**src/rtl/bcd_7seg_scan.sv**
```systemverilog
// bcd_7seg_scan: display stage for a packed two-digit BCD value.
// Captures {tens, ones} on a load strobe and time-multiplexes it onto a
// 4-digit common-anode 7-segment display. Slots 0/1 carry the ones and
// tens digits. Slots 2/3 stay dark so each active digit keeps a 1/4 duty.
// Invalid nibbles (A..F) show a dash and raise err.

module bcd_7seg_scan #(
    parameter int CLK_DIV = 100000   // clock cycles per digit slot, >= 2
) (
    input  logic       clk,
    input  logic       rst,
    input  logic [7:0] bcd_in,
    input  logic       load,
    input  logic       lz_blank,
    output logic [3:0] an,
    output logic [6:0] seg,
    output logic       dp,
    output logic       err
);

    localparam int            CW      = (CLK_DIV > 1) ? $clog2(CLK_DIV) : 1;
    localparam logic [CW-1:0] CNT_MAX = CW'(CLK_DIV - 1);

    localparam logic [3:0] AN_OFF   = 4'b1111;
    localparam logic [3:0] AN_ONES  = 4'b1110;
    localparam logic [3:0] AN_TENS  = 4'b1101;
    localparam logic [6:0] SEG_OFF  = 7'b1111111;
    localparam logic [6:0] SEG_DASH = 7'b0111111;

    typedef enum logic [1:0] {
        S_D0,   // ones digit
        S_D1,   // tens digit
        S_D2,   // unused slot, dark
        S_D3    // unused slot, dark
    } state_t;

    state_t        state;
    logic [7:0]    bcd_reg;
    logic [CW-1:0] cnt;
    logic          tick;

    logic [3:0]    tens;
    logic [3:0]    ones;
    logic [3:0]    an_nxt;
    logic [6:0]    seg_nxt;
    logic          err_nxt;

    // Segment pattern {g,f,e,d,c,b,a}, active-low; non-decimal nibbles map to a dash.
    function automatic logic [6:0] glyph(input logic [3:0] d);
        case (d)
            4'd0:    glyph = 7'b1000000;
            4'd1:    glyph = 7'b1111001;
            4'd2:    glyph = 7'b0100100;
            4'd3:    glyph = 7'b0110000;
            4'd4:    glyph = 7'b0011001;
            4'd5:    glyph = 7'b0010010;
            4'd6:    glyph = 7'b0000010;
            4'd7:    glyph = 7'b1111000;
            4'd8:    glyph = 7'b0000000;
            4'd9:    glyph = 7'b0010000;
            default: glyph = SEG_DASH;
        endcase
    endfunction

    assign tens = bcd_reg[7:4];
    assign ones = bcd_reg[3:0];
    assign tick = (cnt == CNT_MAX);
    assign dp   = 1'b1;

    // Capture register: load may be held high, in which case it re-captures every cycle.
    always_ff @(posedge clk or posedge rst) begin
        // NOTE: sequential state uses non-blocking assignments so every flop
        // samples pre-edge values, regardless of block ordering.
        if (rst)
            bcd_reg <= 8'h00;
        else if (load)
            bcd_reg <= bcd_in;
    end

    // Prescaler: one tick every CLK_DIV cycles, wrapping to 0 on the tick.
    always_ff @(posedge clk or posedge rst) begin
        if (rst)
            cnt <= '0;
        else if (tick)
            cnt <= '0;
        else
            cnt <= cnt + 1'b1;
    end

    // Next anode/segment/err values from the current slot and stored digits.
    always_comb begin
        // NOTE: defaults first so every path assigns every output and no
        // latch is inferred.
        an_nxt  = AN_OFF;
        seg_nxt = SEG_OFF;
        err_nxt = (tens > 4'd9) | (ones > 4'd9);
        case (state)
            S_D0: begin
                an_nxt  = AN_ONES;
                seg_nxt = glyph(ones);
            end
            S_D1: begin
                if (!(lz_blank && (tens == 4'd0))) begin
                    an_nxt  = AN_TENS;
                    seg_nxt = glyph(tens);
                end
            end
            default: begin
                an_nxt  = AN_OFF;
                seg_nxt = SEG_OFF;
            end
        endcase
    end

    // Scan FSM with registered outputs: slot advances on tick, outputs follow one cycle later.
    always_ff @(posedge clk or posedge rst) begin
        if (rst) begin
            state <= S_D0;
            an    <= AN_OFF;
            seg   <= SEG_OFF;
            err   <= 1'b0;
        end else begin
            if (tick) begin
                case (state)
                    S_D0:    state <= S_D1;
                    S_D1:    state <= S_D2;
                    S_D2:    state <= S_D3;
                    default: state <= S_D0;
                endcase
            end
            an  <= an_nxt;
            seg <= seg_nxt;
            err <= err_nxt;
        end
    end

endmodule

```
**config.mk**
```make
export PLATFORM = sky130hd
export DESIGN_NAME = bcd_7seg_scan
export DESIGN_NICKNAME = d
export VERILOG_FILES = /design/src/rtl/bcd_7seg_scan.sv
export SDC_FILE = /design/constraint.sdc
export NUM_CORES = 1
export LEC_CHECK = 0
export ABC_AREA = 1
export ABC_CLOCK_PERIOD_IN_PS = 1300
export CORE_MARGIN = 5
export CORE_UTILIZATION = 40
export DETAILED_ROUTE_END_ITERATION = 7
export HOLD_SLACK_MARGIN = 0.08
export MAX_ROUTING_LAYER = met4
export PLACE_DENSITY = 0.58
export SYNTH_ARGS = -nofsm -noshare
export SYNTH_HDL_FRONTEND = slang
export SYNTH_SLANG_ARGS = --single-unit
```
**constraint.sdc**
```tcl
create_clock -name clk -period 1.3 [get_ports clk]
set_input_delay 0.26 -clock clk [delete_from_list [all_inputs] [get_ports clk]]
set_output_delay 0.26 -clock clk [all_outputs]
set_load 0.02 [all_outputs]
```
# ---- Yosys cells after proc, flatten, opt, wreduce, memory -nomap -nowiden
# Memories as Yosys holds them, arrays and structs flattened.
# Cells that the tools add are included.
dict set report word_totals {
  ff_bits 39
  romBits 224
  in_bits 12
  out_inout_bits 13
  elab_cells 24
  memories 2
}
dict set report op_classes {
  add_sub_neg 1
  magnitude_cmp 2
  eq_ne 3
  mux 6
  n_bitwise 1
  n_reduce_logical 3
}
# memory words width rd rd_ports_with_merged_regs write_ports line
set mem_list {}
lappend mem_list {{(name not given)} 16 7 1 0 0 50} ;# case (d)
lappend mem_list {{(name not given)} 16 7 1 0 0 50}
# cell n
set ops {}
lappend ops {{adder 17 x 1 -> 17 bit (second input constant)} 1}
lappend ops {{== test 17 bit (second input constant)} 1}
lappend ops {{two-way mux 17 bit} 1}
lappend ops {{one-hot mux 7 bit (2 select lines)} 1}
lappend ops {{> comparator 4 bit (second input constant)} 2}
lappend ops {{two-way mux 7 bit} 1}
lappend ops {{one-hot mux 2 bit (3 select lines)} 1}
lappend ops {{logical NOT 4 bit} 1}
lappend ops {{one-hot mux 2 bit (2 select lines)} 1}
lappend ops {{== test 2 x 1 -> 1 bit (second input constant)} 1}
lappend ops {{== test 2 bit (second input constant)} 1}
lappend ops {{logical NOT 2 bit} 1}
lappend ops {{two-way mux 2 bit} 1}
lappend ops {{logical AND 1 bit} 1}
lappend ops {{OR 1 bit} 1}

# ---- Longest topological paths before layout
# Gate-level depths: netlist of run 1.
dict set report logic_depth {
  word_depth 4
  mapped_depth 8
  mapped_depth_nobuf 8
}

# ---- Worst setup path before layout of run 1
# Ideal clock, no wire load.
dict set report synth_timing {
  kind {reg-to-reg}
  startpoint {register state[0]}
  endpoint {register seg[1]}
  setup_ns 0.064
  arrival_time_ns 1.244
  required_ns 1.236
  slack_ns -0.008
  path_stages_with_launch 7
  n_path_buf 0
  period_less_slack_ns 1.308
  cell_sequence {dfrtp_1 > inv_1 > ha_1 > inv_1 > a31oi_1 > o21ai_0 > nand3_1}
}
dict set report synth_via {
  elab_chain_cells 2
  word_cells_on_any_way 3
  classes_between {eq/ne (1); mux (1); reduce/logical (1)}
}
# item line
set synth_rtl {}
lappend synth_rtl {{start, declared} 37} ;# state_t state;
lappend synth_rtl {{start signal, assigned} 118} ;# state <= S_D0;
lappend synth_rtl {{start signal, assigned} 125} ;# S_D0: state <= S_D1;
lappend synth_rtl {{start signal, assigned} 126} ;# S_D1: state <= S_D2;
lappend synth_rtl {{== test 2 x 1 -> 1 bit / logical NOT 2 bit (equally long branches)} 97} ;# case (state)
lappend synth_rtl {{one-hot mux 7 bit (2 select lines) *} 97}
lappend synth_rtl {{via seg_nxt[1]} 45} ;# logic [6:0] seg_nxt;
lappend synth_rtl {{end signal, assigned} 132} ;# seg <= seg_nxt;
lappend synth_rtl {{end, declared} 16} ;# output logic [6:0] seg,
# Mark *: on every way through the listed nets, which the timed path passes. The rest lies on a longest branch.
# A chain may end at the register's enable or synchronous reset.

# ---- Final worst setup path of run 1
dict set report layout_timing {
  startpoint {register cnt[1]}
  endpoint {register state[1]}
}
dict set report layout_via {
  elab_chain_cells 1
}
# item line
set layout_rtl {}
lappend layout_rtl {{start, declared} 39} ;# logic [CW-1:0] cnt;
lappend layout_rtl {{start signal, assigned} 87} ;# cnt <= cnt + 1'b1;
lappend layout_rtl {{== test 17 bit} 67} ;# assign tick = (cnt == CNT_MAX);
# No other way between the ends.

==> summary.txt, run 1 <==
Floorplanning
  • Number of I/O pins: 25
  • Die Area: 7110 um2
  • Row cnt: 27
  • Initial core utilization: 40.6%
  • Core area: 5440 um2
  • Die Span Y: 84.3 um
  • DIE WIDTH: 84.3 um

Worst setup path
  • Worst EP required: 1480 ps
  • WP data arrival: 1510 ps
  • Reg2reg path depth: 8
  • Worst setup EP type: flop
  • Setup CP Type: flop to flop
  • Worst reg2reg setup slack: -30 ps
  • Startpoint types: flop
  • Critical path peak fanout: 6
  • CP startpoint: cnt[1]
  • RR Startpoint: cnt[1]
  • Reg-to-reg endpoint: state[1]

Route
  • Antenna Nets Post-Route: 0
  • Pre-antenna DRT Iters: 4
  • WL/cell: 11.2 um
  • Post-DR vias/cell: 4.64
  • DR DRC count: 0
  • Vias after detailed routing: 1932
  • Initial DRC Count: 91
  • Final wirelength: 4.68 mm

Synth
  • Post-Synth Simple-Gate Area: 27.7%
  • Synth Instances: 284
  • Mean area per synthesized cell: 7.78 um2
  • Register area share after synthesis: 42.4%
  • Cell area after synthesis: 2210 um2
  • Post-synthesis mux area share: 0%
  • Synth Area in Compound Gates: 8.44%
  • Post-Synth XOR/XNOR Area: 2.38%
  • Largest family of logic cells by synthesized area: simple AND/OR/NAND/NOR gates
  • Post-synth cell types: 27
  • Synthesis-stage register bit count: 37
  • Synth warn: 0
  • Synth Area in Adders: 10.2%

Worst hold path
  • Worst Hold Class: input port to async pin

STA
  • Unrepaired setup endpoints after global routing: true
  • Minimum clock period: 1330 ps
  • Finish-stage setup viols: 6
  • Final Hold Fails: 0
  • Fmax achieved: 754 MHz
  • Period utilization: 102%
  • Clk_skew: 7.55 ps
  • Pins over their slew limit: 0
  • Min setup slack post-route: -26.0 ps

Clocking
  • Clk pin slew, worst setup/hold paths: 80 ps
  • Cts hold-fix bufs: 0
  • Clk_lat worst skew: 290 ps
  • Inserted Clock Buffers: 5
  • Root Buffer: clkbuf_8
  • Clock Tree Buf Depth: 2
  • Clk sinks: 37
  • CTS tree: built
  • CTS H-Tree Depth: 2

Layout
  • Area grow syn2layout: 33.0%
  • Ant. Diodes: 0
  • Largest register FFs: 17
  • Commonest non-fill, non-tap cell in the layout: nand2_1
  • Share of layout cells above drive strength 1: 30.5%
  • Final nets: 373
  • Post-route cell area: 2940 um2
  • Commonest cells after routing, fill and taps aside: 54 x nand2_1, 36 x nor2_1, 33 x inv_1, 33 x buf_4, 28 x dfrtp_1
  • Final Util: 54.0%

Flow run
  • Maxcap violations: 0

Pwr
  • VDD IR-drop max: 0.549 mV
  • Leak Pwr: 1.45 nW
  • P per Cell Area: 870 nW/um2

Placement
  • HPWL after DPL: 3.42 mm
  • GPL Wtd Cong: 0.856
  • Dpl cell area: 2690 um2
  • Port bufs: 21

Global routing
  • First-pass GRT wire length: 7.97 mm
  • Gr ovfl total: 0
  • Vias in the first global route: 1829
  • All-layer global routing usage: 14.2%
  • Largest net degree at the start of global routing: 38
  • Antenna violations before repair: 0

Status
  • Status: complete, but fails checks
  • Failing checks: negative setup slack
[worst max-delay path by stage]
stage | endpoint | slack [ps] | cells past startpoint
global placement | seg[0] | -60 | 1
finish | state[1] | -30 | 8
floorplan | cnt[8] | 50 | 8
detailed placement | an[1] | -60 | 1
global route | state[1] | -120 | 8
CTS | seg[1] | 0.8 | 6
[kinds of logic (layout without fill, tap and decap cells)]
family / count (synthesis) / count (layout)
simple gates: 139 / 139
compound gates: 35 / 35
xor+xnor: 6 / 6
buf+inv: 48 / 106
flops: 37 / 37
other cells: 1 / 3
fa+ha+maj: 18 / 18
[worst max-delay path: stages (launching register included)]
cell	delay, ps
dfrtp_1	400
ha_4	160
nand2_4	60
nor2_4	170
inv_4	60
nor2_4	150
nand2_4	90
nand2_2	70
nand2_2	50
[where the power goes]
part	switching (mW)	internal, mW	leakage (nW)
sequential	0.0344	1.24	0.454
clock	0.408	0.372	0.0450
combinational	0.286	0.218	0.946
total	0.729	1.83	1.45
[repair_timing]
item	CTS	global route
resized for setup	42	45
endpoints found under the hold margin	0	0
setup buffers	3	6
endpoints found under the setup margin	20	22
pin swaps	2	18
[layout make-up]
type                            count  area (um2)
Timing Repair Buffer               55         432
Clock inverter                      2        10.0
Clock buffer                        6        72.6
Tap cell                           72        90.1
Inverter                           43         164
Multi-Input combinational cell    201        1230
Fill cell                         536        2500
Sequential cell                    37         937
[cells in the mapped netlist]
cell type / n / area (um2)
a21oi_1: 4 / 20.0
nand3_1: 17 / 85.1
a21o_1: 1 / 7.51
nand2_1: 61 / 229
o21ai_1: 2 / 10.0
o21a_1: 1 / 7.51
inv_2: 2 / 7.51
ha_1: 18 / 225
nor2_2: 4 / 25.0
o21ai_0: 24 / 120
a31oi_1: 2 / 12.5
buf_4: 3 / 22.5
conb_1: 1 / 3.75
nand4_1: 5 / 31.3
dfrtp_1: 28 / 701
dfstp_2: 9 / 236
nor2_1: 40 / 150
nand2_2: 3 / 18.8
nand4_2: 1 / 12.5
nor3_1: 4 / 20.0
xor2_1: 5 / 43.8
or2_1: 1 / 6.26
inv_1: 41 / 154
clkbuf_1: 2 / 7.51
o2111ai_1: 1 / 8.76
nor2_4: 3 / 33.8
xnor2_1: 1 / 8.76
[routing by layer]
metal,vias to the layer above,GRT usage [%],wire length (um)
met5,-,-,0
met2,28,23.0,2300
met1,889,17.1,2100
met4,0,5.41,116
li1,999,-,-
met3,16,3.34,162
[stage by stage]
stage	instances	setup WS [ps]	TNS (ps)	hold WS, ps	total power, mW
6_report	416	-26.0	-112	330	2.55
3_3_place_gp	399	-55.8	-464	523	1.76
4_1_cts	410	0.772	0	329	2.54
5_1_grt	416	-123	-1050	345	2.71
2_1_floorplan	286	48.5	0	369	1.55
3_5_place_dp	399	-57.2	-571	531	1.76
(Power assumes the default switching activity.)
==> inputs of run 2 (changes only) <==
- ABC_CLOCK_PERIOD_IN_PS: 1300 -> 1500
- CTS_BUF_LIST: not set -> sky130_fd_sc_hd__clkbuf_16
- PLACE_DENSITY: 0.58 -> 0.56
- clock period: 1.3 -> 1.5 ns (I/O delays scaled with it)
==> summary.txt, run 2 (synthesis gave the netlist of run 1 again) <==
Pwr
  • P per Cell Area: 1030 nW/um2 (was 870 nW/um2)
  • Final Power: 2.79 mW (was 2.55 mW)
  • Leak Pwr: 1.33 nW (was 1.45 nW)
  • VDD IR-drop max: 0.457 mV (was 0.549 mV)

Status
  • Status: finished clean (was complete, but fails checks)

Floorplanning
  • Row cnt: 27 (unchanged)
  • Initial core utilization: 40.6% (unchanged)
  • DIE WIDTH: 84.3 um (unchanged)
  • Core area: 5440 um2 (unchanged)
  • Die Area: 7110 um2 (unchanged)
  • Die Span Y: 84.3 um (unchanged)
  • Number of I/O pins: 25 (unchanged)

Clocking
  • CTS H-Tree Depth: 2 (unchanged)
  • Inserted Clock Buffers: 5 (unchanged)
  • Clk pin slew, worst setup/hold paths: 60 ps (was 80 ps)
  • Clk sinks: 37 (unchanged)
  • CTS tree: built (unchanged)
  • Clock Tree Buf Depth: 2 (unchanged)
  • Clk_lat worst skew: 280 ps (was 290 ps)
  • Cts hold-fix bufs: 0 (unchanged)
  • Root Buffer: clkbuf_16 (was clkbuf_8)

Layout
  • Commonest non-fill, non-tap cell in the layout: nand2_1 (unchanged)
  • Ant. Diodes: 0 (unchanged)
  • Final Util: 50.1% (was 54.0%)
  • Largest register FFs: 17 (unchanged)
  • Commonest cells after routing, fill and taps aside: 61 x nand2_1, 41 x inv_1, 40 x nor2_1 (was 54 x nand2_1, 36 x nor2_1, 33 x inv_1, 33 x buf_4, 28 x dfrtp_1)
  • Final nets: 344 (was 373)
  • Area grow syn2layout: 23.3% (was 33.0%)
  • Post-route cell area: 2720 um2 (was 2940 um2)
  • Share of layout cells above drive strength 1: 12.1% (was 30.5%)

Worst setup path
  • Reg2reg path depth: 7 (was 8)
  • Worst setup endpoint: seg[3] (was state[1])
  • Slowest stage cell, crit path: dfstp_2 (was dfrtp_1)
  • Critical Path, Cell by Cell: dlygate4sd2_1 (was ha_4 > nand2_4 > nor2_4 > inv_4 > nor2_4 > nand2_4 > nand2_2 > nand2_2)
  • Worst setup EP type: primary output (was flop)
  • RR Startpoint: state[0] (was cnt[1])
  • Setup CP Type: flop to primary output (was flop to flop)
  • Reg-to-reg endpoint: seg[5] (was state[1])
  • Worst reg2reg setup slack: 130 ps (was -30 ps)
  • Top Family by Delay on Critical Path: flip-flops (was simple AND/OR/NAND/NOR gates)
  • Startpoint types: flop (unchanged)
  • CP startpoint: seg[3] (was cnt[1])
  • Slowest Stage Delay on Critical Path: 520 ps (was 400 ps)
  • Worst EP required: 1200 ps (was 1480 ps)
  • WP data arrival: 1120 ps (was 1510 ps)
  • Critical path peak fanout: 1 (was 6)
  • Crit path buffers/inverters: 1 (unchanged)
  • CP Depth: 1 (was 8)

STA
  • Setup TNS: 0 ps (was -112 ps)
  • Finish-stage setup viols: 0 (was 6)
  • Fmax achieved: 702 MHz
  • Minimum clock period: 1420 ps
  • Clk_skew: 4.24 ps (was 7.55 ps)
  • Period utilization: 94.9%
  • Min setup slack post-route: 76.3 ps (was -26.0 ps)
  • Unrepaired setup endpoints after global routing: false (was true)
  • Final Hold Fails: 0 (unchanged)
  • Pins over their slew limit: 0 (unchanged)

Route
  • DR DRC count: 0 (unchanged)
  • Vias after detailed routing: 1795 (was 1932)
  • WL/cell: 11.4 um (was 11.2 um)
  • Post-DR vias/cell: 4.64 (about the same)
  • Antenna Nets Post-Route: 0 (unchanged)
  • Final wirelength: 4.42 mm (was 4.68 mm)
  • Pre-antenna DRT Iters: 4 (unchanged)
  • Initial DRC Count: 48 (was 91)

Global routing
  • All-layer global routing usage: 13.6% (was 14.2%)
  • First-pass GRT wire length: 7.61 mm (was 7.97 mm)
  • Vias in the first global route: 1721 (was 1829)
  • Largest net degree at the start of global routing: 38 (unchanged)
  • Antenna violations before repair: 0 (unchanged)
  • Gr ovfl total: 0 (unchanged)

Placement
  • GPL Wtd Cong: 0.839 (was 0.856)
  • Dpl cell area: 2530 um2 (was 2690 um2)
  • Pre-CTS setup slack: 85.5 ps (was -57.2 ps)
  • HPWL after DPL: 3.41 mm (was 3.42 mm)
  • Port bufs: 21 (unchanged)

Worst hold path
  • Worst Hold Class: input port to async pin (unchanged)

Flow run
  • Maxcap violations: 0 (unchanged)
==> run 2: cell types whose count changed in the layout (fill, tap and decap cells not counted), moves of 7 or more <==
cell / delta
buf_4: -29
dlygate4sd2_1: +9
inv_2: -7
nand2_1: +7
inv_1: +8
buf_2: -9
o21ai_0: +8
==> run 2: final cells by class <==
type,count,area (um2)
fill,543,2720
multi-input combinational,201,1100
sequential,37,937
timing repair buffer,26,248
inverter,43,161
clock buffer,5,125
tap,72,90.1
clock inverter,3,65.1
==> run 2: worst min path at each step <==
stage	slack [ps]	to	cells past startpoint	startpoint
after floorplan	410	bcd_reg[7]	1	load
after global placement	530	cnt[0]	2	cnt[0]
after detailed placement	520	cnt[2]	1	cnt[2]
after CTS	390	cnt[3]	3	rst
after global routing	400	cnt[4]	3	rst
final	380	cnt[3]	3	rst
==> run 2: worst reg2reg max path: cells and delay by family, from the launching register on <==
kind            cells  cell delay [ps]
compound gates      2              260
flops               1              410
fa+ha+maj           1              230
buf+inv             3              340
simple gates        1               70
==> run 2: what timing repair did <==
| item | CTS | global route |
|---|---|---|
| pin swaps | 0 | 0 |
| gates cloned | 0 | 0 |
| setup endpoints to repair | 10 | 9 |
| resized for setup | 10 | 4 |
| buffers inserted | 0 | 1 |
==> run 2: per-layer routing <==
metal,routed length (um),GRT usage [%],vias to the layer above
met2,2210,22.4,20
met3,124,2.75,2
met5,0,-,-
met4,25,4.39,0
met1,2060,16.7,829
li1,-,-,944
==> run 2: where the power goes <==
part	internal, mW	switching [mW]
sequential	1.07	0.0318
clock	0.949	0.396
combinational	0.133	0.210
total	2.15	0.638
==> run 2: stage by stage <==
stage	cells	hold slack, ps
2_1_floorplan	286	409
3_3_place_gp	378	527
3_5_place_dp	378	525
4_1_cts	386	392
5_1_grt	387	404
6_report	387	382
==> inputs of run 3 (changes only) <==
- MAX_ROUTING_LAYER: met4 -> not set
==> summary.txt, run 3 (synthesis gave the netlist of run 1 again) <==
Floorplanning
  • DIE WIDTH: 84.3 um (unchanged)
  • Die Span Y: 84.3 um (unchanged)
  • Die Area: 7110 um2 (unchanged)
  • Number of I/O pins: 25 (unchanged)
  • Row cnt: 27 (unchanged)
  • Core area: 5440 um2 (unchanged)
  • Initial core utilization: 40.6% (unchanged)

Layout
  • Fill cell count: 543 (unchanged)
  • Largest register FFs: 17 (unchanged)
  • Commonest non-fill, non-tap cell in the layout: nand2_1 (unchanged)
  • Final nets: 344 (unchanged)
  • Area grow syn2layout: 23.3% (unchanged)
  • Commonest cells after routing, fill and taps aside: 61 x nand2_1, 41 x inv_1, 40 x nor2_1 (unchanged)
  • Non-Filler Instances: 387 (unchanged)
  • Ant. Diodes: 0 (unchanged)
  • Final Util: 50.1% (unchanged)
  • Share of layout cells above drive strength 1: 12.1% (unchanged)

Worst setup path
  • Worst EP required: 1200 ps (about the same)
  • Critical Path, Cell by Cell: dlygate4sd2_1 (unchanged)
  • Critical path peak fanout: 1 (unchanged)
  • Reg2reg path depth: 7 (unchanged)
  • Top Family by Delay on Critical Path: flip-flops (unchanged)
  • Slowest Stage Delay on Critical Path: 520 ps (about the same)
  • Startpoint types: flop (unchanged)
  • Crit path buffers/inverters: 1 (unchanged)
  • Worst setup EP type: primary output (unchanged)
  • Reg-to-reg endpoint: seg[5] (unchanged)
  • Worst reg2reg setup slack: 130 ps (about the same)
  • WP data arrival: 1120 ps (about the same)
  • RR Startpoint: state[0] (unchanged)
  • Slowest stage cell, crit path: dfstp_2 (unchanged)
  • Setup CP Type: flop to primary output (unchanged)

Global routing
  • All-layer global routing usage: 13.2% (was 13.6%)
  • Largest net degree at the start of global routing: 38 (unchanged)
  • Gr ovfl total: 0 (unchanged)
  • Vias in the first global route: 1724 (was 1721)
  • First-pass GRT wire length: 7.60 mm (was 7.61 mm)
  • Antenna violations before repair: 0 (unchanged)

STA
  • Pins over their slew limit: 0 (unchanged)
  • Clk_skew: 3.93 ps (was 4.24 ps)
  • Minimum clock period: 1420 ps (about the same)
  • Setup TNS: 0 ps (unchanged)
  • Unrepaired setup endpoints after global routing: false (unchanged)
  • Final Hold Fails: 0 (unchanged)
  • Period utilization: 94.9% (about the same)
  • Final hold slack: 382 ps (about the same)
  • Finish-stage setup viols: 0 (unchanged)
  • Fmax achieved: 702 MHz (about the same)

Placement
  • Port bufs: 21 (unchanged)
  • Placed cells: 378 (unchanged)
  • GPL Wtd Cong: 0.827 (was 0.839)
  • HPWL after DPL: 3.41 mm (unchanged)

Route
  • DR DRC count: 0 (unchanged)
  • Antenna Nets Post-Route: 0 (unchanged)
  • WL/cell: 11.4 um (about the same)
  • Post-DR vias/cell: 4.64 (about the same)
  • Initial DRC Count: 48 (unchanged)
  • Pre-antenna DRT Iters: 4 (unchanged)
  • Final wirelength: 4.42 mm (about the same)
  • Vias after detailed routing: 1794 (was 1795)

Pwr
  • Switch Pwr: 0.640 mW (was 0.638 mW)
  • Leak Pwr: 1.33 nW (unchanged)
  • P per Cell Area: 1030 nW/um2 (about the same)
  • Pint: 2.15 mW (about the same)
  • Combinational fraction of design power: 12.3% (about the same)
  • Sw frac: 22.9% (about the same)
  • VDD IR-drop max: 0.457 mV (about the same)
  • Sequential power share: 39.5% (about the same)
  • Clk pwr share: 48.2% (about the same)

Clocking
  • Clock Tree Buf Depth: 2 (unchanged)
  • Clk_lat worst skew: 280 ps (about the same)
  • Root Buffer: clkbuf_16 (unchanged)
  • CTS tree: built (unchanged)
  • Clk sinks: 37 (unchanged)
  • CTS H-Tree Depth: 2 (unchanged)
  • Clk pin slew, worst setup/hold paths: 60 ps (about the same)
  • Inserted Clock Buffers: 5 (unchanged)

Worst hold path
  • Worst Hold Class: input port to async pin (unchanged)

Status
  • Status: finished clean (unchanged)

Flow run
  • Maxcap violations: 0 (unchanged)
## run 3: cell counts in the layout (fill, tap and decap cells not counted)
Identical to the previous run, type by type.
## run 3: what timing repair did
| action | CTS | global route |
|---|---|---|
| setup endpoints to repair | 10 | 9 |
| pin swaps | 0 | 0 |
| hold buffers | 0 | 0 |
| setup buffers | 0 | 1 |
| gates resized for setup | 10 | 4 |
## run 3: cell type report
type,count,area [um2],area share (%)
clock buffer,5,125,4.59
clock inverter,3,65.1,2.39
inverter,43,161,5.93
multi-input combinational,201,1100,40.3
sequential,37,937,34.4
tap,72,90.1,3.31
timing repair buffer,26,248,9.10
## run 3: per-stage QoR
stage | cell area [um2] | setup slack (ps) | total power, mW
after CTS | 2710 | 50.1 | 2.83
after global routing | 2720 | 1.23 | 2.92
after floorplan | 2220 | 192 | 1.34
final | 2720 | 76.3 | 2.79
after detailed placement | 2530 | 85.5 | 1.50
after global placement | 2530 | 99.7 | 1.49
## run 3: worst max-delay path by stage
| stage | from | end | cells past startpoint |
|---|---|---|---|
| 2_1_floorplan | state[0] | seg[1] | 6 |
| 3_3_place_gp | seg[3] | seg[3] | 1 |
| 3_5_place_dp | seg[3] | seg[3] | 1 |
| 4_1_cts | seg[3] | seg[3] | 1 |
| 5_1_grt | bcd_reg[5] | seg[1] | 6 |
| 6_report | seg[3] | seg[3] | 1 |
## run 3: power groups by stage
stage | clock (mW) | sequential (mW) | combinational, mW
CTS | 1.38 | 1.11 | 0.349
finish | 1.35 | 1.10 | 0.343
floorplan | 0 | 1.17 | 0.175
global placement | 0 | 1.12 | 0.375
detailed placement | 0 | 1.12 | 0.373
global route | 1.42 | 1.11 | 0.388
## run 3: per-layer routing
layer / vias up / GRT usage (%) / part of all wire [%]
li1: 944 / - / -
met1: 828 / 16.6 / 46
met2: 20 / 22.4 / 50
met3: 2 / 2.94 / 3.1
met4: 0 / 4.39 / 0.63
met5: - / 0 / 0
